<file path="src/rtl/router_fsm_nport_pkg.sv">
// Shared definitions for the N-port router control FSM: state encodings and a
// constant clog2 helper used to size the payload beat counter.
package router_fsm_nport_pkg;

  localparam logic [3:0] ST_DECODE_ADDRESS     = 4'd0;
  localparam logic [3:0] ST_LOAD_FIRST_DATA    = 4'd1;
  localparam logic [3:0] ST_LOAD_DATA          = 4'd2;
  localparam logic [3:0] ST_WAIT_TILL_EMPTY    = 4'd3;
  localparam logic [3:0] ST_FIFO_FULL_STATE    = 4'd4;
  localparam logic [3:0] ST_LOAD_AFTER_FULL    = 4'd5;
  localparam logic [3:0] ST_LOAD_PARITY        = 4'd6;
  localparam logic [3:0] ST_CHECK_PARITY_ERROR = 4'd7;
  localparam logic [3:0] ST_DROP_PACKET        = 4'd8;

  typedef enum logic [3:0] {
    DECODE_ADDRESS     = ST_DECODE_ADDRESS,
    LOAD_FIRST_DATA    = ST_LOAD_FIRST_DATA,
    LOAD_DATA          = ST_LOAD_DATA,
    WAIT_TILL_EMPTY    = ST_WAIT_TILL_EMPTY,
    FIFO_FULL_STATE    = ST_FIFO_FULL_STATE,
    LOAD_AFTER_FULL    = ST_LOAD_AFTER_FULL,
    LOAD_PARITY        = ST_LOAD_PARITY,
    CHECK_PARITY_ERROR = ST_CHECK_PARITY_ERROR,
    DROP_PACKET        = ST_DROP_PACKET
  } state_e;

  // Width needed to hold values 0..value-1; never less than 1 bit.
  function automatic int clog2(input int value);
    int r;
    r = 0;
    for (int i = 0; i < 31; i++) begin
      if ((1 << i) < value) r = i + 1;
    end
    return (r < 1) ? 1 : r;
  endfunction

endpackage

</file>
<file path="src/rtl/router_fsm_nport_if.sv">
// Control bus between the router FSM, the register block and the output FIFOs.
// slave = FSM side, master = surrounding datapath/FIFO side.
interface router_fsm_nport_if #(
  parameter int N_PORTS = 3,
  parameter int ADDR_W  = 2
);

  logic               pkt_valid;
  logic [ADDR_W-1:0]  data_in;
  logic               fifo_full;
  logic [N_PORTS-1:0] fifo_empty;
  logic [N_PORTS-1:0] soft_reset;
  logic               parity_done;
  logic               low_packet_valid;

  logic               write_enb_reg;
  logic               detect_add;
  logic               ld_state;
  logic               laf_state;
  logic               lfd_state;
  logic               full_state;
  logic               rst_int_reg;
  logic               busy;
  logic [ADDR_W-1:0]  dest_sel;
  logic               addr_err;
  logic               len_err;

  modport slave (
    input  pkt_valid, data_in, fifo_full, fifo_empty, soft_reset,
           parity_done, low_packet_valid,
    output write_enb_reg, detect_add, ld_state, laf_state, lfd_state,
           full_state, rst_int_reg, busy, dest_sel, addr_err, len_err
  );

  modport master (
    output pkt_valid, data_in, fifo_full, fifo_empty, soft_reset,
           parity_done, low_packet_valid,
    input  write_enb_reg, detect_add, ld_state, laf_state, lfd_state,
           full_state, rst_int_reg, busy, dest_sel, addr_err, len_err
  );

endinterface

</file>
<file path="src/rtl/router_fsm_nport_len_counter.sv">
// Saturating payload beat counter (module router_len_counter); only instantiated
// when the overlength limit ROUTER_FSM_MAXLEN_EN is enabled.
module router_len_counter
  import router_fsm_nport_pkg::*;
#(
  parameter int MAX_LEN = 64,
  localparam int CNT_W  = clog2(MAX_LEN + 1)
) (
  input  logic             clock,
  input  logic             resetn,
  input  logic             i_clr,
  input  logic             i_inc,
  output logic [CNT_W-1:0] o_cnt
);

  logic [CNT_W-1:0] r_cnt;

  always_ff @(posedge clock or negedge resetn) begin
    if (!resetn) begin
      r_cnt <= '0;
    end else if (i_clr) begin
      r_cnt <= '0;
    end else if (i_inc && (r_cnt != CNT_W'(MAX_LEN))) begin
      r_cnt <= r_cnt + 1'b1;
    end
  end

  assign o_cnt = r_cnt;

endmodule

</file>
<file path="src/rtl/router_fsm_nport.sv">
// N-port router control FSM: address decode, FIFO-status gated writes, parity
// sequencing, invalid-address drop and soft-reset abort. Optional: ROUTER_FSM_MAXLEN_EN.
module router_fsm_nport
  import router_fsm_nport_pkg::*;
#(
  parameter int N_PORTS = 3,
  parameter int ADDR_W  = 2,
  parameter int MAX_LEN = 64
) (
  input  logic              clock,
  input  logic              resetn,
  router_fsm_nport_if.slave bus
);

  localparam int CNT_W = clog2(MAX_LEN + 1);

  state_e            r_state;
  logic [ADDR_W-1:0] r_dest_sel;
  logic              r_write_enb;
  logic              r_detect_add;
  logic              r_ld;
  logic              r_laf;
  logic              r_lfd;
  logic              r_full;
  logic              r_rst_int;
  logic              r_busy;
  logic              r_addr_err;

  state_e            w_next;
  logic              w_addr_ok;
  logic              w_empty_in;
  logic              w_empty_sel;
  logic              w_soft_sel;
  logic              w_len_over;
  logic [CNT_W-1:0]  w_cnt;

  // Range-safe pick of a per-port flag; out-of-range indices read as 0.
  function automatic logic port_bit(input logic [N_PORTS-1:0] vec,
                                    input logic [ADDR_W-1:0]  idx);
    logic b;
    b = 1'b0;
    for (int p = 0; p < N_PORTS; p++) begin
      if (idx == ADDR_W'(p)) b = vec[p];
    end
    return b;
  endfunction

  assign w_addr_ok   = ({1'b0, bus.data_in} < (ADDR_W + 1)'(N_PORTS));
  assign w_empty_in  = port_bit(bus.fifo_empty, bus.data_in);
  assign w_empty_sel = port_bit(bus.fifo_empty, r_dest_sel);
  assign w_soft_sel  = port_bit(bus.soft_reset, r_dest_sel);

`ifdef ROUTER_FSM_MAXLEN_EN
  logic r_len_err;

  router_len_counter #(.MAX_LEN(MAX_LEN)) u_len_cnt (
    .clock  (clock),
    .resetn (resetn),
    .i_clr  (r_state == DECODE_ADDRESS),
    .i_inc  (r_state == LOAD_DATA),
    .o_cnt  (w_cnt)
  );

  assign bus.len_err = r_len_err;
`else
  // Without the length limit the beat count reads as zero, so the overlength
  // compare below can never fire and packets are unbounded.
  assign w_cnt       = '0;
  assign bus.len_err = 1'b0;
`endif

  assign w_len_over = bus.pkt_valid && (w_cnt == CNT_W'(MAX_LEN));

  always_comb begin
    w_next = r_state;
    if (w_soft_sel && (r_state != DECODE_ADDRESS) && (r_state != DROP_PACKET)) begin
      w_next = DECODE_ADDRESS;
    end else begin
      case (r_state)
        DECODE_ADDRESS: begin
          if (bus.pkt_valid) begin
            if (!w_addr_ok)     w_next = DROP_PACKET;
            else if (w_empty_in) w_next = LOAD_FIRST_DATA;
            else                 w_next = WAIT_TILL_EMPTY;
          end
        end
        WAIT_TILL_EMPTY:    if (w_empty_sel) w_next = LOAD_FIRST_DATA;
        LOAD_FIRST_DATA:    w_next = LOAD_DATA;
        LOAD_DATA: begin
          if (bus.fifo_full)       w_next = FIFO_FULL_STATE;
          else if (w_len_over)     w_next = DROP_PACKET;
          else if (!bus.pkt_valid) w_next = LOAD_PARITY;
        end
        FIFO_FULL_STATE:    if (!bus.fifo_full) w_next = LOAD_AFTER_FULL;
        LOAD_AFTER_FULL: begin
          if (bus.parity_done)           w_next = DECODE_ADDRESS;
          else if (bus.low_packet_valid) w_next = LOAD_PARITY;
          else                           w_next = LOAD_DATA;
        end
        LOAD_PARITY:        w_next = CHECK_PARITY_ERROR;
        CHECK_PARITY_ERROR: w_next = bus.fifo_full ? FIFO_FULL_STATE : DECODE_ADDRESS;
        DROP_PACKET:        if (!bus.pkt_valid) w_next = DECODE_ADDRESS;
        default:            w_next = DECODE_ADDRESS;
      endcase
    end
  end

  // Outputs are registered from the next state so they line up with r_state.
  always_ff @(posedge clock or negedge resetn) begin
    if (!resetn) begin
      r_state      <= DECODE_ADDRESS;
      r_dest_sel   <= '0;
      r_write_enb  <= 1'b0;
      r_detect_add <= 1'b1;
      r_ld         <= 1'b0;
      r_laf        <= 1'b0;
      r_lfd        <= 1'b0;
      r_full       <= 1'b0;
      r_rst_int    <= 1'b0;
      r_busy       <= 1'b0;
      r_addr_err   <= 1'b0;
`ifdef ROUTER_FSM_MAXLEN_EN
      r_len_err    <= 1'b0;
`endif
    end else begin
      r_state      <= w_next;
      if ((r_state == DECODE_ADDRESS) && bus.pkt_valid) r_dest_sel <= bus.data_in;
      r_write_enb  <= (w_next == LOAD_DATA) || (w_next == LOAD_PARITY) ||
                      (w_next == LOAD_AFTER_FULL);
      r_detect_add <= (w_next == DECODE_ADDRESS);
      r_ld         <= (w_next == LOAD_DATA);
      r_laf        <= (w_next == LOAD_AFTER_FULL);
      r_lfd        <= (w_next == LOAD_FIRST_DATA);
      r_full       <= (w_next == FIFO_FULL_STATE);
      r_rst_int    <= (w_next == CHECK_PARITY_ERROR);
      r_busy       <= !(w_next inside {DECODE_ADDRESS, LOAD_DATA, DROP_PACKET});
      r_addr_err   <= (r_state == DECODE_ADDRESS) && bus.pkt_valid && !w_addr_ok;
`ifdef ROUTER_FSM_MAXLEN_EN
      r_len_err    <= (r_state == LOAD_DATA) && (w_next == DROP_PACKET);
`endif
    end
  end

  assign bus.write_enb_reg = r_write_enb;
  assign bus.detect_add    = r_detect_add;
  assign bus.ld_state      = r_ld;
  assign bus.laf_state     = r_laf;
  assign bus.lfd_state     = r_lfd;
  assign bus.full_state    = r_full;
  assign bus.rst_int_reg   = r_rst_int;
  assign bus.busy          = r_busy;
  assign bus.dest_sel      = r_dest_sel;
  assign bus.addr_err      = r_addr_err;

endmodule
</file>
<file path="src/flat_wrapper.sv">
// flat-port wrapper written by rule: the top's interface ports become plain ports
module router_fsm_nport_flat import router_fsm_nport_pkg::*;
#(
  parameter int N_PORTS = 3,
  parameter int ADDR_W  = 2,
  parameter int MAX_LEN = 64
)
  (clock, resetn, bus_pkt_valid, bus_data_in, bus_fifo_full, bus_fifo_empty, bus_soft_reset, bus_parity_done, bus_low_packet_valid, bus_write_enb_reg, bus_detect_add, bus_ld_state, bus_laf_state, bus_lfd_state, bus_full_state, bus_rst_int_reg, bus_busy, bus_dest_sel, bus_addr_err, bus_len_err);
  router_fsm_nport_if #(.N_PORTS(N_PORTS), .ADDR_W(ADDR_W)) bus_i ();
  input  logic clock;
  input  logic resetn;
  input wire logic [$bits(bus_i.pkt_valid)-1:0] bus_pkt_valid;
  input wire logic [$bits(bus_i.data_in)-1:0] bus_data_in;
  input wire logic [$bits(bus_i.fifo_full)-1:0] bus_fifo_full;
  input wire logic [$bits(bus_i.fifo_empty)-1:0] bus_fifo_empty;
  input wire logic [$bits(bus_i.soft_reset)-1:0] bus_soft_reset;
  input wire logic [$bits(bus_i.parity_done)-1:0] bus_parity_done;
  input wire logic [$bits(bus_i.low_packet_valid)-1:0] bus_low_packet_valid;
  output wire logic [$bits(bus_i.write_enb_reg)-1:0] bus_write_enb_reg;
  output wire logic [$bits(bus_i.detect_add)-1:0] bus_detect_add;
  output wire logic [$bits(bus_i.ld_state)-1:0] bus_ld_state;
  output wire logic [$bits(bus_i.laf_state)-1:0] bus_laf_state;
  output wire logic [$bits(bus_i.lfd_state)-1:0] bus_lfd_state;
  output wire logic [$bits(bus_i.full_state)-1:0] bus_full_state;
  output wire logic [$bits(bus_i.rst_int_reg)-1:0] bus_rst_int_reg;
  output wire logic [$bits(bus_i.busy)-1:0] bus_busy;
  output wire logic [$bits(bus_i.dest_sel)-1:0] bus_dest_sel;
  output wire logic [$bits(bus_i.addr_err)-1:0] bus_addr_err;
  output wire logic [$bits(bus_i.len_err)-1:0] bus_len_err;
  assign bus_i.pkt_valid = bus_pkt_valid;
  assign bus_i.data_in = bus_data_in;
  assign bus_i.fifo_full = bus_fifo_full;
  assign bus_i.fifo_empty = bus_fifo_empty;
  assign bus_i.soft_reset = bus_soft_reset;
  assign bus_i.parity_done = bus_parity_done;
  assign bus_i.low_packet_valid = bus_low_packet_valid;
  assign bus_write_enb_reg = bus_i.write_enb_reg;
  assign bus_detect_add = bus_i.detect_add;
  assign bus_ld_state = bus_i.ld_state;
  assign bus_laf_state = bus_i.laf_state;
  assign bus_lfd_state = bus_i.lfd_state;
  assign bus_full_state = bus_i.full_state;
  assign bus_rst_int_reg = bus_i.rst_int_reg;
  assign bus_busy = bus_i.busy;
  assign bus_dest_sel = bus_i.dest_sel;
  assign bus_addr_err = bus_i.addr_err;
  assign bus_len_err = bus_i.len_err;
  router_fsm_nport #(.N_PORTS(N_PORTS), .ADDR_W(ADDR_W), .MAX_LEN(MAX_LEN)) u_core (.clock(clock), .resetn(resetn), .bus(bus_i));
endmodule
</file>
<file path="config.mk">
export PLATFORM = sky130hd
export DESIGN_NAME = router_fsm_nport_flat
export DESIGN_NICKNAME = d
export VERILOG_FILES = /design/src/rtl/router_fsm_nport_pkg.sv /design/src/rtl/router_fsm_nport_if.sv /design/src/rtl/router_fsm_nport_len_counter.sv /design/src/rtl/router_fsm_nport.sv /design/src/flat_wrapper.sv
export SDC_FILE = /design/constraint.sdc
export NUM_CORES = 1
export LEC_CHECK = 0
export CAP_MARGIN = 5
export CELL_PAD_IN_SITES_DETAIL_PLACEMENT = 2
export CELL_PAD_IN_SITES_GLOBAL_PLACEMENT = 2
export CORE_MARGIN = 3
export CORE_UTILIZATION = 31
export CTS_BUF_LIST = sky130_fd_sc_hd__clkbuf_4
export DETAILED_ROUTE_END_ITERATION = 16
export PLACE_DENSITY = 0.89
export SLEW_MARGIN = 20
export SYNTH_ARGS = -nofsm -noshare
export SYNTH_HDL_FRONTEND = slang
export SYNTH_SLANG_ARGS = --single-unit
</file>
<file path="constraint.sdc">
create_clock -name clock -period 4.25 [get_ports clock]
set_clock_uncertainty 0.05 [all_clocks]
set_input_delay 0.85 -clock clock [delete_from_list [all_inputs] [get_ports clock]]
set_output_delay 0.85 -clock clock [all_outputs]
set_load 0.05 [all_outputs]
</file>
==> metrics.cfg, run 1 <==
[outcome]
status=completed

[grt]
gr-total-overflow=0
grt_usage_pct=14.97
grt_pass1_vias=752
grtUsageMet1_pct=17.02
grt_use_met3_pct=3.620
gr-max-usage-layer=met2
globalRouteMet2Util_pct=27.24
grt_start_max_net_pins=16
grt_pass1_wl_mm=3.753
antenna_found_initial=0

[drt]
firstDrtPassIters=4
wl_mm=2.133
wl_per_cell_um=16.93
detailroute.via_count=661
ant_nets=0
vias_per_cell=5.246
drc_errors=0
first_iter_violations=11

[synth]
postSynthCellCount=74
syn-num-nets=88
yosysWarningCount=0
ys_top_cells_by_area=dfrtp_1, mux2_2, mux2i_1
synth_top_area_cell=dfrtp_1
synth_area_um2=815.8
yosysSeqAreaShare_pct=46.17
synth_cell_types=38
synth_seq_cells=15
synth_edf_count=0
synth-async-reset-ratio_pct=100.0
yosysTopAreaCellShare_pct=42.94
syn_avg_cell_area_um2=11.02
synth_ff_type=dfrtp_1

[critical_path]
rr_startpoint=u_core.r_state[1]$_DFF_PN0_
worst-path-buf-inv=1
rr_endpoint=u_core.bus.write_enb_reg$_DFF_PN0_
critPathLaunchType=flip-flop
path_cells=clkdlybuf4s50_1
cp_max_fo=6
ff2ff_setup_slack_ps=2240
end_kind=output port
crit_family=buffers and inverters
rr_worst_depth=5
critPathRequiredTime_ps=3350
arrival_ps=1620
crit_type=flip-flop to output port
max_stage_delay_ps=860
crit_slowest_cell=clkdlybuf4s50_1

[final_layout]
n_antenna_cell=0
top_register=u_core.r_state
layout_commonest_cell=clkdlybuf4s50_1
area_growth_pct=33.28
fin_util_pct=46.05
finalNonFillerCells=126
largest_register_ffs=4
drive_gt1_share_pct=17.35
design_area_mm2=0.001087
final_cell_mix=clkdlybuf4s50_1, dfrtp_1, nor2_1
fin_nets=113

[die]
die_h_um=57.30
design.core.area_mm2=0.002361
io_pins=26
start_util_pct=34.55
std_cell_rows=17
die_w_um=57.30
die_area_mm2=0.003283

[clocking]
htreeDepth=1
clock_path_buffers=2
postCtsSetupBuffers=0
cts_resized=0
clock_latency_ps=280
numCtsBuffers=3
clock_sinks=15
root_buffer=clkbuf_4
cts-hold-fix-buffers=0
cts_tree=done
cts.clk_slew.worst_paths_ps=80

[place]
gp_congestion=0.8000
io_buffers=24
dp_slack_ps=1469
dp.cells=122
dp_hpwl_mm=1.769
placed_area_mm2=0.001060

[hold_path]
hold_path_depth=1
whs_endpoint=u_core.bus.dest_sel[1]$_DFFE_PN0P_
min_from=u_core.bus.dest_sel[1]$_DFFE_PN0P_
hold_path.class=flip-flop to flip-flop

[pwr]
leakage_nw=0.4665
peakVddDrop_uv=401.0
p_total_uw=813.6
powerDensity_mw_per_mm2=748.3

[sta]
hold_viol_final=0
rsz0062_at_grt=no
slew_headroom_pct=57.09
fmax_ghz=0.3969
worstMarginPinSlew_ps=641.6
period_share_pct=59.29
finalSetupTns_ps=0
setup-violations-final=0
slew_viol_final=0
fin_hold_ws_ps=616.6
timing.final.ws_setup_ps=1730
fin_crit_ps=2520

[run]
cap_violations=0

==> layer usage <==
layer  wire length, µm  vias up
li1                  -      316
met3                70        3
met5                 0        -
met2              1174       11
met4                11        0
met1               877      331
==> cell families after synthesis <==
logic type	Yosys count	share of synthesized area (%)
AO/OA/AOI/OAI	18	17.49
flip-flops	15	46.17
buffers and inverters	6	4.754
XOR/XNOR	1	1.074
multiplexers	6	7.822
other	1	0.4597
AND/OR/NAND/NOR	27	22.24
==> power by group <==
part           internal [mW]  switching, mW
registers              0.197         0.0554
logic                  0.194          0.288
clock network         0.0350         0.0441
total                  0.426          0.388
==> cell usage after synthesis (all sizes together) (2+ instances only) <==
cell type / number
o21ai: 3
o31ai: 2
buf: 4
and2: 2
inv: 2
dfrtp: 14
nor3: 2
mux2i: 3
nand2: 3
mux2: 3
nor3b: 2
nor2: 8
a31oi: 2
and3b: 2
a21oi: 3
==> final cells by class <==
type | count | area [µm²]
fill | 264 | 1274
inverter | 2 | 7.507
sequential | 15 | 376.6
clock buffer | 3 | 22.52
multi-input combinational | 53 | 400.4
tap | 28 | 35.03
timing repair buffer | 24 | 240.2
clock inverter | 1 | 5.005
==> worst max-delay path by stage <==
stage,to,from,depth (start not counted)
floorplan,u_core.bus.write_enb_reg$_DFF_PN0_,bus_pkt_valid,5
global placement,u_core.bus.write_enb_reg$_DFF_PN0_,bus_pkt_valid,6
detailed placement,u_core.bus.write_enb_reg$_DFF_PN0_,bus_pkt_valid,6
CTS,bus_dest_sel[0],u_core.bus.dest_sel[0]$_DFFE_PN0P_,1
global route,u_core.bus.lfd_state$_DFF_PN0_,bus_soft_reset[1],6
finish,bus_dest_sel[0],u_core.bus.dest_sel[0]$_DFFE_PN0P_,1
(Power assumes the default switching activity.)
==> run 2, diff against run 1 <==
--- a/config.mk
+++ b/config.mk
@@ -9,10 +9,10 @@
 export CELL_PAD_IN_SITES_DETAIL_PLACEMENT = 2
 export CELL_PAD_IN_SITES_GLOBAL_PLACEMENT = 2
 export CORE_MARGIN = 3
-export CORE_UTILIZATION = 31
+export CORE_UTILIZATION = 26
 export CTS_BUF_LIST = sky130_fd_sc_hd__clkbuf_4
 export DETAILED_ROUTE_END_ITERATION = 16
-export PLACE_DENSITY = 0.89
+export PLACE_DENSITY = 0.8
 export SLEW_MARGIN = 20
 export SYNTH_ARGS = -nofsm -noshare
 export SYNTH_HDL_FRONTEND = slang
==> constraint.sdc (replaced) <==
create_clock -name clock -period 2 [get_ports clock]
set_clock_uncertainty 0.05 [all_clocks]
set_input_delay 0.4 -clock clock [delete_from_list [all_inputs] [get_ports clock]]
set_output_delay 0.4 -clock clock [all_outputs]
set_load 0.05 [all_outputs]
==> run 2 against run 1 <==
Against the previous run:
- sequential cell count is the same
- design area rose by 10%
- worst hold slack lost 150 ps
- critical endpoint is now u_core.bus.write_enb_reg$_DFF_PN0_
- utilization decreased by 4.3 points
- non-clock buffer count rose by 11
- first-iteration DRC count is 120% higher
==> metrics.cfg, run 2 (same netlist as run 1, synthesis figures left out) <==
[outcome]
status=completed

[final_layout]
design_area_mm2=0.001201
final_cell_mix=clkdlybuf4s50_1, buf_4, dfrtp_1
n_antenna_cell=0
layout_commonest_cell=clkdlybuf4s50_1
top_register=u_core.r_state
drive_gt1_share_pct=33.03
fin_nets=124
largest_register_ffs=4
area_growth_pct=47.24

[clocking]
htreeDepth=1
clock_sinks=15
clock_latency_ps=290
cts-hold-fix-buffers=0
cts_tree=done
clock_path_buffers=2
cts.clk_slew.worst_paths_ps=80
root_buffer=clkbuf_4
numCtsBuffers=3

[die]
die_w_um=62.02
start_util_pct=28.36
die_area_mm2=0.003846
die_h_um=62.02
design.core.area_mm2=0.002877
io_pins=26
std_cell_rows=19

[drt]
first_iter_violations=24
firstDrtPassIters=3
wl_mm=2.516
wl_per_cell_um=16.66
drc_errors=0
vias_per_cell=4.808
detailroute.via_count=726
ant_nets=0

[critical_path]
rr_worst_depth=5
worst-path-buf-inv=1
rr_startpoint=u_core.r_state[1]$_DFF_PN0_
rr_endpoint=u_core.bus.write_enb_reg$_DFF_PN0_
end_kind=flip-flop
ff2ff_setup_slack_ps=60
crit_type=input pin to flip-flop
critPathLaunchType=input pin
crit_family=simple AND/OR/NAND/NOR gates
max_stage_delay_ps=520
path_cells=clkdlybuf4s50_1, or4b_4, nor2_8, a2bb2oi_4, or3b_4, mux2i_1
arrival_ps=2130
cp_max_fo=3
crit_slowest_cell=or4b_4
critPathRequiredTime_ps=2170

[place]
io_buffers=24
placed_area_mm2=0.001145
gp_congestion=0.7101
dp_hpwl_mm=1.977

[run]
cap_violations=0

[grt]
grt_start_max_net_pins=16
grt_pass1_wl_mm=3.953
grt_usage_pct=14.91
grt_pass1_vias=801
antenna_found_initial=0
gr-total-overflow=0

[hold_path]
hold_path.class=input pin to asynchronous set/reset pin

[sta]
rsz0062_at_grt=yes
fin_crit_ps=1959
setup-violations-final=0
worstMarginPinSlew_ps=678.4
slew_viol_final=0
fin_hold_ws_ps=465.8
slew_headroom_pct=54.63
fmax_ghz=0.5106
hold_viol_final=0
period_share_pct=97.93

[pwr]
peakVddDrop_uv=629.2
powerDensity_mw_per_mm2=1588
leakage_nw=0.5301

==> run 2: metrics by stage <==
| stage | util (%) | TNS [ps] | power [mW] | worst slack (ps) | instances |
|---|---|---|---|---|---|
| 2_1_floorplan | - | 0 | 1.272 | 63.54 | 74 |
| 3_3_place_gp | 39.80 | -1740 | 1.620 | -217.5 | 146 |
| 3_5_place_dp | 39.80 | -2186 | 1.676 | -256.6 | 146 |
| 4_1_cts | 40.84 | 0 | 1.870 | 29.19 | 150 |
| 5_1_grt | 41.76 | -42.55 | 2.038 | -24.62 | 151 |
| 6_report | 41.76 | 0 | 1.908 | 41.42 | 151 |
==> run 2: worst max path at each step <==
stage                                             startpoint                            endpoint  cells after the start
after floorplan           u_core.bus.dest_sel[0]$_DFFE_PN0P_  u_core.bus.write_enb_reg$_DFF_PN0_                      5
after global placement                         bus_pkt_valid      u_core.bus.laf_state$_DFF_PN0_                      6
after detailed placement                       bus_fifo_full       u_core.bus.ld_state$_DFF_PN0_                      7
after CTS                        u_core.r_state[1]$_DFF_PN0_  u_core.bus.write_enb_reg$_DFF_PN0_                      5
after global routing                           bus_pkt_valid  u_core.bus.write_enb_reg$_DFF_PN0_                      6
final                                          bus_pkt_valid  u_core.bus.write_enb_reg$_DFF_PN0_                      6
==> run 2: final cells by class <==
type	instances	area, µm²
fill	301	1675
multi-input combinational	53	414.1
sequential	15	379.1
timing repair buffer	35	317.8
tap	42	52.55
clock buffer	4	30.03
inverter	2	7.507
==> run 2: repair_timing <==
action                                  CTS  global route
endpoints found under the setup margin    0             7
buffers inserted                          0             1
resized for setup                         0             6
==> run 2: worst register-to-register path, delay by kind of cell, from the launching register on <==
kind / cells / cell delay, ps
AOI/OAI and AO/OA: 1 / 70
DFF: 1 / 480
muxes: 1 / 130
and+or+nand+nor: 3 / 1130
==> run 2: layer usage <==
| layer | track usage, % | routed length [µm] |
|---|---|---|
| met3 | 4.132 | 96 |
| met4 | 7.273 | 53 |
| met1 | 16.50 | 978 |
| met2 | 26.04 | 1388 |
| met5 | 0 | 0 |
==> run 2: report_power, final <==
group / internal, mW / switching [mW]
Sequential: 0.423 / 0.124
Clock: 0.0913 / 0.0961
Combinational: 0.499 / 0.674
==> run 3, diff against run 2 <==
--- a/config.mk
+++ b/config.mk
@@ -13,7 +13,7 @@
 export CTS_BUF_LIST = sky130_fd_sc_hd__clkbuf_4
 export DETAILED_ROUTE_END_ITERATION = 16
 export PLACE_DENSITY = 0.8
-export SLEW_MARGIN = 20
+export SLEW_MARGIN = 5
 export SYNTH_ARGS = -nofsm -noshare
 export SYNTH_HDL_FRONTEND = slang
 export SYNTH_SLANG_ARGS = --single-unit
==> results of run 3 <==
Same layout as run 2: the final DEF is identical, and so are final timing and power.
